### config.mk
export PLATFORM = sky130hd
export DESIGN_NAME = password_verify_ctrl_flat
export DESIGN_NICKNAME = d
export VERILOG_FILES = /design/src/rtl/pw_pkg.sv /design/src/rtl/password_verify_ctrl_if.sv /design/src/rtl/pw_lockout_timer.sv /design/src/rtl/password_verify_ctrl.sv /design/src/flat_wrapper.sv
export SDC_FILE = /design/constraint.sdc
export NUM_CORES = 1
export LEC_CHECK = 0
export ABC_AREA = 0
export BUFFER_PORTS_ARGS = -buffer_cell sky130_fd_sc_hd__buf_2
export CORE_ASPECT_RATIO = 0.6
export CORE_MARGIN = 2
export CORE_UTILIZATION = 45
export CTS_CLUSTER_SIZE = 12
export DETAILED_ROUTE_END_ITERATION = 6
export PLACE_DENSITY = 0.75
export SLEW_MARGIN = 20
export SYNTH_ARGS = -nofsm -noshare
export SYNTH_HDL_FRONTEND = slang
export SYNTH_SLANG_ARGS = --single-unit
export TNS_END_PERCENT = 20
### constraint.sdc
create_clock -name clk -period 2.9 [get_ports clk]
set_input_delay 0.29 -clock clk [delete_from_list [all_inputs] [get_ports clk]]
set_output_delay 0.29 -clock clk [all_outputs]
set_load 0.005 [all_outputs]
### src/rtl/pw_pkg.sv
// Shared definitions for the password verification slice: word width, FSM state
// encoding and the layout of an attempt-log word.
package pw_pkg;

  localparam int unsigned PW_WIDTH = 16;
  localparam logic [PW_WIDTH-1:0] PW_UNPROGRAMMED = 16'h0000;

  // Attempt-log word: {match, fail_cnt[2:0], user_id[11:0]}
  localparam int unsigned LOG_MATCH_BIT = 15;
  localparam int unsigned LOG_FAIL_LSB  = 12;
  localparam int unsigned LOG_FAIL_W    = 3;
  localparam int unsigned LOG_UID_W     = 12;

  typedef enum logic [2:0] {
    StIdle,
    StWait,
    StCmp,
    StLog,
    StDone,
    StLock
  } pw_state_e;

  function automatic logic [PW_WIDTH-1:0] pack_log_word(input logic                  m,
                                                        input logic [LOG_FAIL_W-1:0] fc,
                                                        input logic [LOG_UID_W-1:0]  uid);
    logic [PW_WIDTH-1:0] w;
    w = '0;
    w[LOG_MATCH_BIT] = m;
    w[LOG_FAIL_LSB +: LOG_FAIL_W] = fc;
    w[LOG_UID_W-1:0] = uid;
    return w;
  endfunction

endpackage

### src/rtl/password_verify_ctrl_if.sv
// Start/done handshake between the keypad front end (master) and the verifier (slave).
interface password_verify_ctrl_if;
    import pw_pkg::*;

    logic                start;
    logic [PW_WIDTH-1:0] user_id;
    logic [PW_WIDTH-1:0] entry;
    logic                busy;
    logic                done;
    logic                match;
    logic                locked;
    logic [2:0]          fail_cnt;

    modport master (
        output start, user_id, entry,
        input  busy, done, match, locked, fail_cnt
    );

    modport slave (
        input  start, user_id, entry,
        output busy, done, match, locked, fail_cnt
    );

endinterface

### src/rtl/pw_lockout_timer.sv
// Loadable down-counter; expire pulses in the last cycle of a loaded count.
module pw_lockout_timer #(
    parameter int unsigned WIDTH = 10
) (
    input  logic             clk,
    input  logic             rst,
    input  logic             load,
    input  logic [WIDTH-1:0] load_val,
    output logic             expire
);

    logic [WIDTH-1:0] cnt_q;

    always_ff @(posedge clk or posedge rst) begin
        if (rst) begin
            cnt_q <= '0;
        end else if (load) begin
            cnt_q <= load_val;
        end else if (cnt_q != '0) begin
            cnt_q <= cnt_q - 1'b1;
        end
    end

    assign expire = (cnt_q == WIDTH'(1));

endmodule

### src/rtl/password_verify_ctrl.sv
// Checks an entered password against the ROM, counts failures and enforces lockout.
// Define PW_ATTEMPT_LOG_EN to log every attempt into the password RAM ring.
module password_verify_ctrl
    import pw_pkg::*;
#(
    parameter int unsigned   ROM_LAT     = 1,
    parameter int unsigned   MAX_FAILS   = 3,
    parameter int unsigned   LOCK_CYCLES = 1000,
    parameter logic [15:0]   LOG_BASE    = 16'h8000,
    parameter int unsigned   LOG_DEPTH   = 256
) (
    input  logic                  clk,
    input  logic                  rst,
    password_verify_ctrl_if.slave ctl,
    output logic [PW_WIDTH-1:0]   rom_addr,
    input  logic [PW_WIDTH-1:0]   rom_data,
    output logic [PW_WIDTH-1:0]   ram_addr,
    output logic [PW_WIDTH-1:0]   ram_wdata,
    output logic                  ram_wren
);

    localparam int unsigned WaitW = (ROM_LAT > 0) ? $clog2(ROM_LAT + 1) : 1;
    localparam int unsigned LockW = $clog2(LOCK_CYCLES + 1);
    localparam logic [2:0]  MaxF  = 3'(MAX_FAILS);

    if (MAX_FAILS < 1 || MAX_FAILS > 7) begin : g_chk_max_fails
        $error("MAX_FAILS must be in 1..7");
    end
    if (LOCK_CYCLES < 1) begin : g_chk_lock_cycles
        $error("LOCK_CYCLES must be at least 1");
    end
    if (LOG_DEPTH == 0 || (LOG_DEPTH & (LOG_DEPTH - 1)) != 0) begin : g_chk_log_depth
        $error("LOG_DEPTH must be a power of two");
    end
    if (32'(LOG_BASE) + LOG_DEPTH > 32'h0001_0000) begin : g_chk_log_span
        $error("attempt log ring runs past the top of RAM");
    end

    pw_state_e           state_q;
    logic [WaitW-1:0]    wait_cnt_q;
    logic [PW_WIDTH-1:0] user_id_q;
    logic [PW_WIDTH-1:0] entry_q;
    logic                busy_q;
    logic                done_q;
    logic                match_q;
    logic                locked_q;
    logic [2:0]          fail_cnt_q;

    logic                cmp_match;
    logic [2:0]          fail_next;
    logic                lock_load;
    logic                lock_expire;

    // An all-zero ROM word is an unprogrammed slot and can never match.
    always_comb begin
        cmp_match = (rom_data == entry_q) && (rom_data != PW_UNPROGRAMMED);
        fail_next = fail_cnt_q;
        if (cmp_match) begin
            fail_next = '0;
        end else if (fail_cnt_q != MaxF) begin
            fail_next = fail_cnt_q + 3'd1;
        end
    end

    assign lock_load = (state_q == StDone) && (fail_cnt_q == MaxF);

    pw_lockout_timer #(
        .WIDTH (LockW)
    ) u_lock_timer (
        .clk      (clk),
        .rst      (rst),
        .load     (lock_load),
        .load_val (LockW'(LOCK_CYCLES)),
        .expire   (lock_expire)
    );

`ifdef PW_ATTEMPT_LOG_EN
    localparam int unsigned LogPtrW = (LOG_DEPTH > 1) ? $clog2(LOG_DEPTH) : 1;

    logic [LogPtrW-1:0]  log_ptr_q;
    logic [PW_WIDTH-1:0] ram_addr_q;
    logic [PW_WIDTH-1:0] ram_wdata_q;
    logic                ram_wren_q;
`endif

    always_ff @(posedge clk or posedge rst) begin
        if (rst) begin
            state_q    <= StIdle;
            wait_cnt_q <= '0;
            user_id_q  <= '0;
            entry_q    <= '0;
            busy_q     <= 1'b0;
            done_q     <= 1'b0;
            match_q    <= 1'b0;
            locked_q   <= 1'b0;
            fail_cnt_q <= '0;
`ifdef PW_ATTEMPT_LOG_EN
            log_ptr_q   <= '0;
            ram_addr_q  <= '0;
            ram_wdata_q <= '0;
            ram_wren_q  <= 1'b0;
`endif
        end else begin
            done_q <= 1'b0;
`ifdef PW_ATTEMPT_LOG_EN
            ram_wren_q <= 1'b0;
`endif
            unique case (state_q)
                StIdle: begin
                    if (ctl.start && !locked_q) begin
                        user_id_q  <= ctl.user_id;
                        entry_q    <= ctl.entry;
                        busy_q     <= 1'b1;
                        match_q    <= 1'b0;
                        wait_cnt_q <= '0;
                        state_q    <= StWait;
                    end
                end
                StWait: begin
                    if (wait_cnt_q == WaitW'(ROM_LAT)) begin
                        state_q <= StCmp;
                    end else begin
                        wait_cnt_q <= wait_cnt_q + 1'b1;
                    end
                end
                StCmp: begin
                    match_q    <= cmp_match;
                    fail_cnt_q <= fail_next;
`ifdef PW_ATTEMPT_LOG_EN
                    ram_wren_q  <= 1'b1;
                    ram_addr_q  <= LOG_BASE + PW_WIDTH'(log_ptr_q);
                    ram_wdata_q <= pack_log_word(cmp_match, fail_next,
                                                 user_id_q[LOG_UID_W-1:0]);
                    log_ptr_q   <= (log_ptr_q == LogPtrW'(LOG_DEPTH - 1)) ? '0
                                                                          : log_ptr_q + 1'b1;
                    state_q     <= StLog;
`else
                    done_q  <= 1'b1;
                    state_q <= StDone;
`endif
                end
                StLog: begin
                    done_q  <= 1'b1;
                    state_q <= StDone;
                end
                StDone: begin
                    busy_q <= 1'b0;
                    if (fail_cnt_q == MaxF) begin
                        locked_q <= 1'b1;
                        state_q  <= StLock;
                    end else begin
                        state_q <= StIdle;
                    end
                end
                StLock: begin
                    if (lock_expire) begin
                        locked_q   <= 1'b0;
                        fail_cnt_q <= '0;
                        state_q    <= StIdle;
                    end
                end
                default: state_q <= StIdle;
            endcase
        end
    end

    assign ctl.busy     = busy_q;
    assign ctl.done     = done_q;
    assign ctl.match    = match_q;
    assign ctl.locked   = locked_q;
    assign ctl.fail_cnt = fail_cnt_q;
    assign rom_addr     = user_id_q;

`ifdef PW_ATTEMPT_LOG_EN
    assign ram_addr  = ram_addr_q;
    assign ram_wdata = ram_wdata_q;
    assign ram_wren  = ram_wren_q;
`else
    assign ram_addr  = '0;
    assign ram_wdata = '0;
    assign ram_wren  = 1'b0;
`endif

endmodule

### src/flat_wrapper.sv
// flat-port wrapper written by rule: the top's interface ports become plain ports
module password_verify_ctrl_flat import pw_pkg::*;
#(
    parameter int unsigned   ROM_LAT     = 1,
    parameter int unsigned   MAX_FAILS   = 3,
    parameter int unsigned   LOCK_CYCLES = 1000,
    parameter logic [15:0]   LOG_BASE    = 16'h8000,
    parameter int unsigned   LOG_DEPTH   = 256
)
  (clk, rst, rom_addr, rom_data, ram_addr, ram_wdata, ram_wren, ctl_start, ctl_user_id, ctl_entry, ctl_busy, ctl_done, ctl_match, ctl_locked, ctl_fail_cnt);
  password_verify_ctrl_if ctl_i ();
  input  logic clk;
  input  logic rst;
  output logic [PW_WIDTH-1:0] rom_addr;
  input  logic [PW_WIDTH-1:0] rom_data;
  output logic [PW_WIDTH-1:0] ram_addr;
  output logic [PW_WIDTH-1:0] ram_wdata;
  output logic ram_wren;
  input wire logic [$bits(ctl_i.start)-1:0] ctl_start;
  input wire logic [$bits(ctl_i.user_id)-1:0] ctl_user_id;
  input wire logic [$bits(ctl_i.entry)-1:0] ctl_entry;
  output wire logic [$bits(ctl_i.busy)-1:0] ctl_busy;
  output wire logic [$bits(ctl_i.done)-1:0] ctl_done;
  output wire logic [$bits(ctl_i.match)-1:0] ctl_match;
  output wire logic [$bits(ctl_i.locked)-1:0] ctl_locked;
  output wire logic [$bits(ctl_i.fail_cnt)-1:0] ctl_fail_cnt;
  assign ctl_i.start = ctl_start;
  assign ctl_i.user_id = ctl_user_id;
  assign ctl_i.entry = ctl_entry;
  assign ctl_busy = ctl_i.busy;
  assign ctl_done = ctl_i.done;
  assign ctl_match = ctl_i.match;
  assign ctl_locked = ctl_i.locked;
  assign ctl_fail_cnt = ctl_i.fail_cnt;
  password_verify_ctrl #(.ROM_LAT(ROM_LAT), .MAX_FAILS(MAX_FAILS), .LOCK_CYCLES(LOCK_CYCLES), .LOG_BASE(LOG_BASE), .LOG_DEPTH(LOG_DEPTH)) u_core (.clk(clk), .rst(rst), .ctl(ctl_i), .rom_addr(rom_addr), .rom_data(rom_data), .ram_addr(ram_addr), .ram_wdata(ram_wdata), .ram_wren(ram_wren));
endmodule
## Yosys cells after proc, flatten, opt, wreduce, memory -nomap -nowiden

Cells that the tools add are included.

| storage, ports and cells | value |
|---|---|
| register bits after elaboration | 53 |
| bits in latches | 0 |
| memory bits (writable) | 0 |
| ROM bits | 0 |
| input bits | 51 |
| output and inout port bits | 56 |
| word-level logic and storage cells | 68 |
| memories kept | 0 |

| cells by class | value |
|---|---|
| $add $sub $neg | 3 |
| multiply operators | 0 |
| divide/modulo/power cells | 0 |
| order comparisons | 0 |
| equal/unequal tests | 14 |
| shifts and indexed selects | 0 |
| muxes and demuxes | 20 |
| bitwise operators | 0 |
| reductions and logical operators | 21 |

Operators by type and width:

| operator | number |
|---|---|
| $mux W10 | 2 |
| $mux W3 | 6 |
| $eq A16 B16 Y1 | 1 |
| $reduce_bool A16 Y1 | 1 |
| $pmux W3 S5 | 1 |
| $reduce_bool A2 Y1 | 6 |
| $eq A10 B1 Y1 const B | 1 |
| $reduce_bool A10 Y1 | 1 |
| $sub A10 B1 Y10 const B | 1 |
| $eq A3 B2 Y1 const B | 3 |
| $reduce_and A3 Y1 | 3 |
| $pmux W1 S2 | 4 |
| $reduce_and A2 Y1 | 4 |
| $eq A3 B3 Y1 const B | 2 |
| $mux W1 | 6 |
| $ne A2 B1 Y1 const B | 3 |
| $pmux W3 S2 | 1 |
| $add A3 B1 Y3 const B | 1 |
| $eq A3 B1 Y1 const B | 1 |
| $logic_and A1 B1 Y1 | 3 |
| $logic_not A3 Y1 | 1 |
| $ne A3 B1 Y1 const B | 1 |
| $ne A3 B2 Y1 const B | 1 |
| $ne A2 B2 Y1 const B | 1 |
| 3 further kinds | 3 |

## Longest topological paths before layout

| logic depth | value |
|---|---|
| word-level depth | 4 |
| depth in mapped cells | 8 |
| mapped depth without buffers | 7 |

## Hierarchy

Synthesis repeated with hierarchy kept, for this count alone.

| second synthesis, totals | value |
|---|---|
| cell total of the unflattened synthesis | 262 |
| area, all modules | 3041.7 µm² |

Modules (own cells, without submodules):

| module | times used | cells each | area an instance (µm²) | sequential area each (µm²) |
|---|---|---|---|---|
| password_verify_ctrl | 1 | 191 | 2381.0 | 1076.0 |
| pw_lockout_timer | 1 | 71 | 660.6 | 250.2 |

## Worst setup path before layout

OpenSTA, ideal clock, no wires.

| timing path | value |
|---|---|
| kind | reg2reg |
| start | register u_core.u_lock_timer.cnt_q[0] |
| end | register u_core.u_lock_timer.cnt_q[7] |
| setup time | 0.126 ns |
| arrival time | 1.964 ns |
| data required time | 2.774 ns |
| setup slack | 0.809 ns |
| cell stages (with the launch flop) | 9 |
| path buffers | 1 |
| period minus slack after synthesis | 2.091 ns |
| cell sequence | dfrtp_1 > inv_1 > ha_1 > or3b_2 > or4_4 > buf_6 > nand3_1 > xor2_1 > nand2_1 |

| on the way | value |
|---|---|
| cells in the longest elaborated chain, start to end | 3 |
| elaborated cells on any way between the ends | 5 |
| those cells by class | add/sub: 1; mux: 2; reduce/logical: 2 |

Ends and longest elaborated chain:

| what | RTL line | RTL |
|---|---|---|
| start, declared | pw_lockout_timer.sv:12 | `logic [WIDTH-1:0] cnt_q;` |
| start signal, assigned | pw_lockout_timer.sv:18 | `cnt_q <= load_val;` |
| start signal, assigned | pw_lockout_timer.sv:20 | `cnt_q <= cnt_q - 1'b1;` |
| $sub A10 B1 Y10 | pw_lockout_timer.sv:20 |  |
| $mux W10 | pw_lockout_timer.sv:19 | `end else if (cnt_q != '0) begin` |
| $mux W10 | pw_lockout_timer.sv:17 | `end else if (load) begin` |

Parallel ways exist; a longest one is shown, timed or not. The select of a mux whose other input is x is not followed.
A chain may end at the register's enable or synchronous reset.

## Worst setup path after layout

| timing path | value |
|---|---|
| start | register u_core.u_lock_timer.cnt_q[1] |
| end | register u_core.u_lock_timer.cnt_q[5] |

The elaborated chain is that of the path after synthesis.

==> impl_results.md <==
- Areal power density over the cells: approximately 950 nW/um2
- Fin Setup TNS: 0 ns
- Syn_area_per_cell: roughly 11 um2
- Post-CTS Hold Fix Bufs: 0
- Post-CTS resize count: 0
- FMAX: 454 MHz
- Leakage power of the design: approximately 1.5 nW
- Arithmetic-cell share of the synthesized area counting full adders, half adders and majority gates: ~1.8%
- Clock tree skew after final layout: 0.00612 ns
- Top cells by area in the synthesized netlist: dfrtp_1, mux2_2, buf_4, xnor2_1, nor2_1
- DP Area: 3050 um2
- Area of the placeable core: 5730 um2
- TritonCTS clock tree: yes
- First drt pass iteration count: 4
- Cell row count: 21
- Clk pin slew, worst setup/hold paths: 0.10 ns
- Vias in the first global route: 1837
- CP required: 3.09 ns
- Final Max Slew Viols: 0
- Worst-path maximum fanout: 6
- Cell class contributing the biggest share of worst-path delay: simple AND/OR/NAND/NOR gates
- Rel. slew slack: 55.9%
- Number of violations of the max-capacitance limit: 0
- Clock root buffer master: clkbuf_8
- Number of sinks handled by clock tree synthesis: 53
- Final Setup Violations: 0
- Final routed wire length divided by cell count: 13.6 um
- GR met1 Demand/Resource: between 20% and 30%
- Initial antenna violation count: 0
- Critical path startpoint category: register
- Critical path buffer and inverter count: 1
- Worst reg2reg endpoint: u_core.u_lock_timer.cnt_q[5]$_DFFE_PP0P_
- Count of filler cells inserted in the layout: roughly 550
- H-tree depth: 2
- Count of different cell masters after synthesis: 44
- Busiest layer in global routing: met1
- Remaining global-route overflow: 0
- DRC viols: 0
- Leading area contributor after synthesis: dfrtp_1
- CTS Buf Count: 5
- Initial core utilization: a little under half
- Sequential element share of the synthesized area: about half
- Maximum number of pins on one net before global-route repair: 35
- Worst hold path type: in -> async
- Top-area cell type share of the netlist area: 48.4%
- Flip-flop and latch count after synthesis: 53
- Gp weighted congestion: 0.925
- Critical path endpoint category: register
- Proportion of synthesized area in mux cells: 13.9%
- Main combinational cell family by area after synthesis: multiplexers
- Final worst path period share: 75.9%
- Post-synthesis instance area: about 2700 um2
- HPWL after detailed placement: between 4 and 5 mm
- Crit-path cells: inv_1 > ha_1 > or3b_2 > or4_4 > nand3b_1 > xor2_1 > nand2_1
- Vertical extent of the die: 64.5 um
- Finished Cell Area: 3140 um2
- Number of cells on the worst reg-to-reg path: 7
- Critical Path Slowest Stage Cell: or3b_2
- Buffer depth of the longest clock path: 2
- Count of buffers inserted at the top-level ports: 73
- Share of layout cells above drive strength 1: 38.2%
- Critical path arrival: 2.39 ns
- Worst Max-Slew Pin Slew: 0.656 ns
- Critical path start-end classification: reg -> reg
- GR Util All Layers: ~17%
- Result of the run: finished clean
- Area added between synthesis and finish: 14.6%
- Area of the die: 6760 um2
- Min Tclk post-route: ~2.2 ns
- Chip width: roughly 100 um
- Starting DRC count in detailed routing: 39
- Wire length after detailed routing: 5.39 mm
- VDD IR-drop max: about 0.42 mV
- Overall via count from detail_route: roughly 1900
- Post-CTS setup buffers: 0
- Number of instances in the synthesized netlist: about 240
- Area share of and/or/nand/nor cells after synthesis: between 10% and 20%
- Beginning of the worst register-to-register path: u_core.u_lock_timer.cnt_q[1]$_DFFE_PP0P_
- Global-route track usage on met2: about 22%
- Slack of the worst reg-to-reg path: 0.70 ns
- Detail-routed via count per cell: 4.87
- Share of the synthesized area in compound gates (AO/OA/AOI/OAI): about 4.3%
- Global-route met3 utilization: 5.94%
- Antenna diode count: 0
- Total count of hold-check failures in the final report: 0
- Xor/xnor share of the synthesized area: 6.71%
- Largest stage delay on the critical path: about 0.51 ns
- Source-to-sink clock delay at the later pin of the worst-skew pair: around 0.31 ns
- RSZ-0062 raised after global routing: no
- DRT antenna net count: 0
- Wire length of the first global-routing pass: 9.11 mm
- Net count of the finished layout: 371
- Yosys warns: 0
- IO Pins: ~110
==> cell type report <==
cell class	count	area, um2	area share, %
multi-input cells	176	1220	38.9
clock inverters	3	26.3	0.836
well taps	80	100	3.18
repair buffers	75	380	12.1
clock buffers	5	68.8	2.19
flip-flops and latches	53	1330	42.2
inverters	5	18.8	0.597
==> synth_stat cells <==
cell / count
a2111oi_0: 1
a211oi_1: 1
a21oi_1: 2
a22o_1: 1
a31o_2: 1
a31oi_1: 1
a32oi_1: 2
and2_1: 2
and3_1: 3
and4b_1: 1
buf_2: 4
buf_4: 33
buf_6: 1
clkbuf_1: 4
conb_1: 1
dfrtp_1: 53
ha_1: 4
inv_1: 5
mux2_2: 33
mux2i_1: 1
nand2_1: 10
nand2b_1: 1
nand3_1: 5
nand3b_1: 4
nand4_1: 5
nand4b_1: 1
nor2_1: 17
nor2b_1: 1
nor3_1: 3
nor3b_1: 1
nor4_1: 6
nor4b_1: 1
o211ai_1: 1
o21a_1: 1
o21ai_0: 4
o31ai_1: 1
o41ai_1: 1
or2_2: 1
or3_1: 2
or3b_2: 1
or4_1: 1
or4_4: 1
xnor2_1: 19
xor2_1: 2
==> per-stage QoR <==
stage / hold slack [ns] / instances / utilization [%] / total power (W) / worst slack, ns
floorplan: 0.442 / 276 / - / 0.00221 / 0.809
global route: 0.0757 / 397 / 54.9 / 0.00321 / 0.582
detailed placement: 0.392 / 389 / 53.2 / 0.00256 / 0.735
CTS: 0.0458 / 397 / 54.9 / 0.00299 / 0.699
global placement: 0.389 / 389 / 53.2 / 0.00251 / 0.797
finish: 0.0283 / 397 / 54.9 / 0.00297 / 0.700
==> how the worst max path moves through the flow <==
stage / end / startpoint / cells past startpoint / slack (ns)
2_1_floorplan: u_core.u_lock_timer.cnt_q[7]$_DFFE_PP0P_ / u_core.u_lock_timer.cnt_q[0]$_DFFE_PP0P_ / 8 / 0.81
5_1_grt: u_core.u_lock_timer.cnt_q[5]$_DFFE_PP0P_ / u_core.u_lock_timer.cnt_q[1]$_DFFE_PP0P_ / 7 / 0.58
3_5_place_dp: u_core.u_lock_timer.cnt_q[5]$_DFFE_PP0P_ / u_core.u_lock_timer.cnt_q[1]$_DFFE_PP0P_ / 7 / 0.73
4_1_cts: u_core.u_lock_timer.cnt_q[5]$_DFFE_PP0P_ / u_core.u_lock_timer.cnt_q[1]$_DFFE_PP0P_ / 7 / 0.70
6_report: u_core.u_lock_timer.cnt_q[5]$_DFFE_PP0P_ / u_core.u_lock_timer.cnt_q[1]$_DFFE_PP0P_ / 7 / 0.70
3_3_place_gp: u_core.u_lock_timer.cnt_q[7]$_DFFE_PP0P_ / u_core.u_lock_timer.cnt_q[0]$_DFFE_PP0P_ / 7 / 0.80
==> flip-flops by register name, indices dropped and copies added (netlist names) <==
register / flops
u_core.ctl.busy: 1
u_core.ctl.locked: 1
u_core.rom_addr: 16
u_core.ctl.fail_cnt: 3
u_core.wait_cnt_q: 1
u_core.ctl.match: 1
u_core.ctl.done: 1
u_core.u_lock_timer.cnt_q: 10
u_core.state_q: 3
u_core.entry_q: 16
==> worst register-to-register path, cell delays in order (launching register included) <==
cell and delay [ns]:
dfrtp_1 0.43, inv_1 0.10, ha_1 0.21, or3b_2 0.51, or4_4 0.49, nand3b_1 0.12
xor2_1 0.16, nand2_1 0.07
==> power breakdown <==
part	total [W]	leakage [nW]	internal, W	switching (W)
clock network	0.000435	0.0487	0.000176	0.000258
registers	0.00141	0.625	0.00111	0.000303
logic	0.00113	0.803	0.000655	0.000475
total	0.00297	1.48	0.00194	0.00104
==> routing by layer <==
layer | up-vias | wire, um
met1 | 925 | 2760
li1 | 926 | -
met4 | 0 | 42
met2 | 78 | 2130
met5 | - | 0
met3 | 5 | 462
==> placed cells by master, fill, tap and decap left out, types with 5 or more instances in the layout <==
cell type / n
xnor2_1: 19
nand3_1: 5
nand2_1: 10
buf_2: 73
dfrtp_1: 53
nor2_1: 17
clkbuf_8: 5
nand4_1: 5
mux2_2: 33
conb_1: 33
nor4_1: 6
==> cells by family after synthesis <==
group	after synthesis
AO/OA/AOI/OAI	17
XOR/XNOR	21
adder cells (fa/ha/maj)	4
buffers and inverters	47
flip-flops	53
multiplexers	34
other	1
AND/OR/NAND/NOR	67
Power figures use the tool's default switching activity.
